--- src/rtl/player_vertical_motion.sv ---
// rtl/player_vertical_motion.sv - per-frame vertical physics, line landing and death detection for the player sprite
module player_vertical_motion #(
    parameter int START_H = 60,
    parameter int GRAV    = 1,
    parameter int VMAX    = 8,
    parameter int FLOOR_H = 420,
    parameter int CEIL_H  = 0
) (
    input  logic       clk,
    input  logic       reset,
    input  logic       tick,
    input  logic       dir,
    input  logic [2:0] lines,
    output logic [8:0] height,
    output logic [3:0] vel,
    output logic       grounded,
    output logic       is_dead
);

    // Encoding chosen so grounded and is_dead are single state flop bits.
    typedef enum logic [1:0] {
        AIRBORNE = 2'b00,
        GROUNDED = 2'b01,
        DEAD     = 2'b10
    } state_t;

    localparam logic [8:0] REST_DN0 = 9'd120;
    localparam logic [8:0] REST_DN1 = 9'd240;
    localparam logic [8:0] REST_UP1 = 9'd180;
    localparam logic [8:0] REST_UP2 = 9'd300;

    localparam logic signed [10:0] REST_DN0_S = 11'sd120;
    localparam logic signed [10:0] REST_DN1_S = 11'sd240;
    localparam logic signed [10:0] REST_UP1_S = 11'sd180;
    localparam logic signed [10:0] REST_UP2_S = 11'sd300;
    localparam logic signed [10:0] FLOOR_S    = 11'(FLOOR_H);
    localparam logic signed [10:0] CEIL_S     = 11'(CEIL_H);

    localparam logic [4:0] GRAV_W  = 5'(GRAV);
    localparam logic [4:0] VMAX_W  = 5'(VMAX);
    localparam logic [8:0] START_W = 9'(START_H);
    localparam logic [8:0] FLOOR_W = 9'(FLOOR_H);
    localparam logic [8:0] CEIL_W  = 9'(CEIL_H);

    state_t            state, state_next;
    logic [8:0]        height_next;
    logic [3:0]        vel_next;

    logic [4:0]        v_sum;
    logic [3:0]        v_new;
    logic signed [10:0] h_s;
    logic signed [10:0] v_s;
    logic signed [10:0] cand;
    logic              at_rest;
    logic              snap_hit;
    logic [8:0]        snap_h;

    // Candidate position is widened and signed so a rise past row 0 stays negative.
    always_comb begin
        v_sum = {1'b0, vel} + GRAV_W;
        v_new = (v_sum > VMAX_W) ? VMAX_W[3:0] : v_sum[3:0];
        h_s   = signed'({2'b00, height});
        v_s   = signed'({7'b0000000, v_new});
        cand  = dir ? (h_s - v_s) : (h_s + v_s);
    end

    // Exact arrival on a rest point is a plain move; only a strict overshoot snaps.
    always_comb begin
        at_rest  = 1'b0;
        snap_hit = 1'b0;
        snap_h   = height;
        if (!dir) begin
            at_rest = (lines[0] && height == REST_DN0) || (lines[1] && height == REST_DN1);
            if (lines[0] && height < REST_DN0 && cand > REST_DN0_S) begin
                snap_hit = 1'b1;
                snap_h   = REST_DN0;
            end else if (lines[1] && height < REST_DN1 && cand > REST_DN1_S) begin
                snap_hit = 1'b1;
                snap_h   = REST_DN1;
            end
        end else begin
            at_rest = (lines[1] && height == REST_UP1) || (lines[2] && height == REST_UP2);
            if (lines[2] && height > REST_UP2 && cand < REST_UP2_S) begin
                snap_hit = 1'b1;
                snap_h   = REST_UP2;
            end else if (lines[1] && height > REST_UP1 && cand < REST_UP1_S) begin
                snap_hit = 1'b1;
                snap_h   = REST_UP1;
            end
        end
    end

    always_ff @(posedge clk or negedge reset) begin
        if (!reset) begin
            state  <= AIRBORNE;
            height <= START_W;
            vel    <= 4'd0;
        end else begin
            state  <= state_next;
            height <= height_next;
            vel    <= vel_next;
        end
    end

    always_comb begin
        state_next  = state;
        height_next = height;
        vel_next    = vel;
        if (tick) begin
            case (state)
                AIRBORNE: begin
                    if (at_rest) begin
                        state_next = GROUNDED;
                        vel_next   = 4'd0;
                    end else if (snap_hit) begin
                        state_next  = GROUNDED;
                        height_next = snap_h;
                        vel_next    = 4'd0;
                    end else if (!dir && cand >= FLOOR_S) begin
                        state_next  = DEAD;
                        height_next = FLOOR_W;
                        vel_next    = v_new;
                    end else if (dir && cand <= CEIL_S) begin
                        state_next  = DEAD;
                        height_next = CEIL_W;
                        vel_next    = v_new;
                    end else begin
                        height_next = cand[8:0];
                        vel_next    = v_new;
                    end
                end
                GROUNDED: begin
                    if (!at_rest) begin
                        state_next = AIRBORNE;
                        vel_next   = 4'd0;
                    end
                end
                default: begin
                    state_next = state;
                end
            endcase
        end
    end

    always_comb begin
        grounded = (state == GROUNDED);
        is_dead  = (state == DEAD);
    end

endmodule
--- config.mk ---
export PLATFORM = sky130hd
export DESIGN_NAME = player_vertical_motion
export DESIGN_NICKNAME = d
export VERILOG_FILES = /design/src/rtl/player_vertical_motion.sv
export SDC_FILE = /design/constraint.sdc
export NUM_CORES = 1
export LEC_CHECK = 0
export ABC_AREA = 1
export BUFFER_PORTS_ARGS = -buffer_cell sky130_fd_sc_hd__buf_2
export CAP_MARGIN = 20
export CORE_ASPECT_RATIO = 2
export CORE_MARGIN = 2
export CORE_UTILIZATION = 55
export DETAILED_ROUTE_END_ITERATION = 7
export GPL_ROUTABILITY_DRIVEN = 0
export GPL_TIMING_DRIVEN = 0
export PLACE_DENSITY_LB_ADDON = 0.12
export SLEW_MARGIN = 40
export SYNTH_ARGS = -nofsm -noshare
export SYNTH_HDL_FRONTEND = slang
export SYNTH_SLANG_ARGS = --single-unit
--- constraint.sdc ---
create_clock -name clk -period 3.73 [get_ports clk]
set_clock_uncertainty 0.2 [all_clocks]
set_input_delay 0.746 -clock clk [delete_from_list [all_inputs] [get_ports clk]]
set_output_delay 0.746 -clock clk [all_outputs]
set_load 0.05 [all_outputs]
-- After elaboration in Yosys (flattened, before gate mapping)
Index checks and enable logic that the tools add are counted.
- mux-type cells: 26
- order comparisons: 11
- reduce and logical (&&, ||, !) cells: 22
- $mul: 0
- div/mod/pow operators: 0
- $add $sub $neg: 3
- bitwise gates (word level): 1
- shift operators: 0
- eq/ne operators: 10
- operators by type and width (cell ; count):
    2-to-1 mux 9 bit ; 8
    equality test 9 x 8 -> 1 bit, second input constant ; 2
    2-to-1 mux 4 bit ; 4
    logical AND 1 bit ; 14
    greater-or-equal comparator 11 x 10 -> 1 bit, second input constant ; 1
    greater-than comparator 11 x 8 -> 1 bit, second input constant ; 1
    greater-than comparator 11 x 9 -> 1 bit, second input constant ; 1
    less-or-equal comparator 11 x 1 -> 1 bit, second input constant ; 1
    < comparator 11 x 10 -> 1 bit, second input constant ; 1
    < comparator 11 x 9 -> 1 bit, second input constant ; 1
    2-to-1 mux 11 bit ; 1
    adder 9 x 4 -> 10 bit ; 1
    2-to-1 mux 2 bit ; 5
    subtractor 9 x 4 -> 10 bit ; 1
    equality test 9 x 7 -> 1 bit, second input constant ; 1
    equality test 9 bit, second input constant ; 1
    greater-than comparator 9 x 8 -> 1 bit, second input constant ; 1
    greater-than comparator 9 bit, second input constant ; 1
    < comparator 9 x 7 -> 1 bit, second input constant ; 1
    < comparator 9 x 8 -> 1 bit, second input constant ; 1
    inequality test 4 x 2 -> 1 bit, second input constant ; 2
    case mux 4 bit (2 select lines) ; 1
    2-to-1 mux 1 bit ; 6
    adder 4 x 1 -> 5 bit, second input constant ; 1
    other kinds (14) ; 15
- latch bits: 0
- word-level logic and storage cells: 76
- register bits after elaboration: 15
- memory bits (read-only): 0
- memories: 0
- memory bits (writable): 0

-- Logic depth before layout (Yosys ltp)
- depth in word-level cells: 13
- depth in mapped cells: 29
- mapped depth without buffers: 29

-- Worst setup path after synthesis
No wires, ideal clock.
- kind: register to register
- start: register vel[0]
- end: register state[1]
- arrival time: 3.256 ns
- data required time: 3.465 ns
- stages on the path, launching flop included: 27
- buffers on the path: 0
- slack: 0.209 ns
- path through: dfrtp_1 -> ha_1 -> nand2_1 -> inv_1 -> a21oi_1 -> inv_1 -> o21ai_0 -> nand2_1 -> inv_1 -> fa_1 -> inv_1 -> nand2_1 -> nand2_1 -> nand2_1 -> nand2_1 -> nand3_2 -> nand2_2 -> nand3_1 -> nand2_2 -> nand2_1 -> nand3_1 -> nand2_1 -> nand2_4 -> nand4_2 -> nor2_4 -> nand3_1 -> nand2_1
- cells in the longest elaborated chain, start to end: 13
- ends and longest elaborated chain (element ; RTL line ; text):
    start, declared ; 15 ; output logic [3:0] vel,
    start signal, assigned ; 101 ; vel <= vel_next;
    adder 4 x 1 -> 5 bit (*) ; 60 ; v_sum = {1'b0, vel} + GRAV_W;
    greater-than comparator 5 x 4 -> 1 bit ; 61 ; v_new = (v_sum > VMAX_W) ? VMAX_W[3:0] : v_sum[3:0];
    2-to-1 mux 4 bit (*) ; 61 ;
    adder 9 x 4 -> 10 bit or subtractor 9 x 4 -> 10 bit (tied branches) ; 64 ; cand = dir ? (h_s - v_s) : (h_s + v_s);
    2-to-1 mux 11 bit (*) ; 64 ;
    greater-than comparator 11 x 9 -> 1 bit or < comparator 11 x 9 -> 1 bit (tied branches) ; 77, 86 ;
    logical AND 1 bit, on equally long branches ; 77, 86 ;
    2-to-1 mux 1 bit, on equally long branches ; 77, 86 ;
    2-to-1 mux 1 bit, on equally long branches ; 74, 83 ;
    2-to-1 mux 1 bit ; 72 ; if (!dir) begin
    2-to-1 mux 2 bit ; 115 ; end else if (snap_hit) begin
    2-to-1 mux 2 bit ; 112 ; if (at_rest) begin
    case mux 2 bit (2 select lines) ; 110 ; case (state)
    end signal, assigned ; 99 ; state <= state_next;
    end, declared ; 45 ; state_t state, state_next;
Every way passes the cells marked *; elsewhere a longest branch is shown, timed or not.
A chain may end at the register's enable or synchronous reset.

-- Final worst setup path
- start: register vel[2]
- end: register height[4]
- cells in the longest elaborated chain, start to end: 12
- ends and longest elaborated chain (element ; RTL line ; text):
    adder 4 x 1 -> 5 bit (*) ; 60 ;
    greater-than comparator 5 x 4 -> 1 bit ; 61 ;
    2-to-1 mux 4 bit (*) ; 61 ;
    adder 9 x 4 -> 10 bit or subtractor 9 x 4 -> 10 bit (tied branches) ; 64 ;
    2-to-1 mux 11 bit (*) ; 64 ;
    greater-than comparator 11 x 9 -> 1 bit or < comparator 11 x 9 -> 1 bit (tied branches) ; 77, 86 ;
    logical AND 1 bit, on equally long branches ; 77, 86 ;
    2-to-1 mux 1 bit, on equally long branches ; 77, 86 ;
    2-to-1 mux 1 bit, on equally long branches ; 74, 83 ;
    2-to-1 mux 1 bit ; 72 ;
    inequality test 4 x 2 -> 1 bit (no source line) ; n/a ;
    AND reduction 5 bit (no source line) ; n/a ;
    end signal, assigned ; 100 ; height <= height_next;
    end, declared ; 14 ; output logic [8:0] height,
Marked as above.

==> impl_results.md <==
* Run status: finished clean
* Mapped Cells at 343
* MaxCap Viol Count at 0
* Routed wire length at 6.31 mm
* CTS tree: yes
* Antenna violations before repair at 0
* Period utilisation layout at 0.962
* WP data required at 3.70 ns
* Nets at 404
* Initial DRC count at 79
* Initial DRT Pass Iterations at 5
* F_max at 279 MHz
* Die height at 90.5 um
* # IOs at 22
* FF+latch count, synth at 15
* Most used DFF post-synth: dfrtp_1
* Peak supply drop at 270 uV
* Global-route usage over all layers at 0.306
* Syn Nets at 362
* Crit start category: flop
* Post-CTS Hold Fix Bufs at 0
* Clk_lat worst skew at 0.25 ns
* Clk buf depth at 2
* Count leader, synth: nand2_1
* Power density over cell area at 213 mW/mm2
* Global-route met3 utilization at 0.0400
* N_diodes at 0
* Pre-CTS WS at 0.0225 ns
* Final worst slack at 0.141 ns
* Worst rel slew slack at 0.429
* Setup CP Type: reg -> reg
* Met2 Use GR at 0.528
* Arrival @ worst endpoint at 3.55 ns
* Worst slew pin tran at 0.856 ns
* Core area at 0.00361 mm2
* Die area at 0.00427 mm2
* Cell Rows at 31
* Starting Density at 0.570
* Leak Pwr at 1.34 nW
* GR Layer Usage met1 at 0.318
* Layout Cells excl Fill at 433
* Critical path endpoint category: flop
* Via count at 2363
* Hold WC Path Type: in -> async
* Ratio of cells with drive above 1 in the final layout at 0.375
* Overflow after GRT at 0
* Clock sink count at 15
* Top post-synthesis cells by area: nand2_1 (18%), dfrtp_1 (13%), nand3_1 (11%)
* Fin util at 0.711
* Post-route minimum period at 3.59 ns
* Via density per instance at 5.46
* Filler cells at 346
* Per-cell routed wire length at 14.6 um
* Residual DRC count at 0
* First-pass GRT wire length at 9.62 mm
* Synth top cells by count: nand2_1 (97), nand3_1 (47), inv_1 (37), nor2_1 (34), nand2_2 (19)
* Synth-to-Final Area Change at 24.8%
* H-tree levels at 1
* Syn avg cell area at 6.00 um2
* Final setup vio count at 0
* Placed insts at 412
* Synthesized area at 0.00206 mm2
* Root Driver: clkbuf_8
* GR peak layer: met2
* Unique masters post-synth at 36
* Num CTS Buffers at 3
* Total power at 547 uW
* Sequential share of the synthesized area at 0.185
* Syn. warnings at 0
* Hold WS at 0.188 ns
* Max Slew Vio Count at 0
* Final hold vios at 0
* Top-area cell type share of the netlist area at 0.177
* Leading area contributor after synthesis: nand2_1
* Post-synth EDFFs at 0
* Routed Antenna Nets at 0
* Die width at 47.2 um
* DPL Wire Length at 4.89 mm
* Synth async-reset ratio at 1.00
* Clock Pin Slew Worst Setup and Hold Paths at 0.06 ns
* Worst Path Max Fanout at 5
* Vias in the first global route at 2231
* Largest net degree at the start of global routing at 16
* Port buffer count at 20
-- cells in the final DEF, fill, tap and decap left out, types with 3 or more instances in the layout --
master / netlist / routed
o21ai_2: 5 / 7
nor2_2: 7 / 10
ha_1: 10 / 8
inv_2: 12 / 15
dfrtp_1: 11 / 9
nand3_2: 1 / 14
nand3_1: 47 / 34
nor4_1: 3 / 3
clkbuf_8: 0 / 3
a21oi_1: 8 / 7
buf_2: 2 / 22
inv_1: 37 / 33
dfstp_2: 4 / 4
nor2_1: 34 / 30
nor2_4: 2 / 3
nand2_2: 19 / 28
nand4_1: 8 / 8
buf_4: 3 / 19
nor3_1: 5 / 5
o21ai_0: 8 / 7
nand2_1: 97 / 87
-- path summary, 6_finish.rpt --
check | slack [ns] | depth (start not counted) | from | endpoint
min | 0.19 | 1 | reset | state[1]$_DFFE_PN0P_
max | 0.14 | 27 | vel[2]$_DFFE_PN0P_ | height[4]$_DFFE_PN1P_
min in group clk | 0.37 | 2 | vel[1]$_DFFE_PN0P_ | vel[1]$_DFFE_PN0P_
max reg2reg | 0.14 | 27 | vel[2]$_DFFE_PN0P_ | height[4]$_DFFE_PN1P_
min reg2reg | 0.37 | 2 | vel[1]$_DFFE_PN0P_ | vel[1]$_DFFE_PN0P_
max in group asynchronous | 2.84 | 1 | reset | height[4]$_DFFE_PN1P_
-- per-layer routing --
layer / up-vias / routed length (um)
met4: 0 / 308
met2: 71 / 3510
met3: 25 / 215
met5: - / 0
li1: 1188 / -
met1: 1079 / 2280
-- sequential cells by signal, summed over array words and instances, names as in the netlist --
register / count
height: 9
state: 2
vel: 4
-- through the flow --
step,setup TNS (ns),area (um2)
6_report,0,2570
4_1_cts,0,2270
3_3_place_gp,0,2220
5_1_grt,-0.622,2570
2_1_floorplan,0,2060
3_5_place_dp,0,2220
-- logic make-up after synthesis --
family	synth area share
AOI/OAI and AO/OA	0.0919
xor gates and xnor gates	0.00852
adders and majority gates	0.0803
buffers and inverters	0.113
DFF	0.185
and+or+nand+nor	0.521
-- where the power goes --
group / leakage (nW) / internal [mW] / switching [mW]
clock network: 0.0255 / 0.0740 / 0.0562
registers: 0.173 / 0.170 / 0.00991
logic: 1.15 / 0.0786 / 0.158
-- cell type report --
class                      instances  area, um2  area share
multi-input combinational        272       1610       0.627
sequential                        15        383       0.149
timing repair buffer              37        231      0.0902
inverter                          50        191      0.0746
tap                               49       61.3      0.0239
buffer                             6       43.8      0.0171
clock buffer                       3       41.3      0.0161
clock inverter                     1       5.00     0.00195
-- worst max-delay path, cell delays in order, from the launching register on --
cell	delay, ns
dfrtp_1	0.43
nand3_2	0.11
xor2_2	0.17
inv_1	0.10
a21oi_4	0.13
inv_2	0.07
o21ai_2	0.06
nand2_2	0.11
buf_4	0.15
ha_4	0.29
nand2_1	0.07
inv_1	0.07
nand3_1	0.12
nand3_2	0.11
nand2_1	0.09
nand2_1	0.08
nand2_1	0.08
nand2_2	0.09
inv_2	0.05
nand2_1	0.05
nand2_1	0.06
o21ai_2	0.18
inv_2	0.06
nor2_2	0.13
inv_2	0.06
nor2_4	0.13
nand2_1	0.06
a21boi_1	0.19
-- timing repair --
item                                    4_1_cts  5_1_grt
endpoints found under the setup margin        1       14
resized for setup                             2       46
pin swaps                                     1       23
setup buffers                                 0       17
Note: power is estimated with default switching activity, not from simulation.
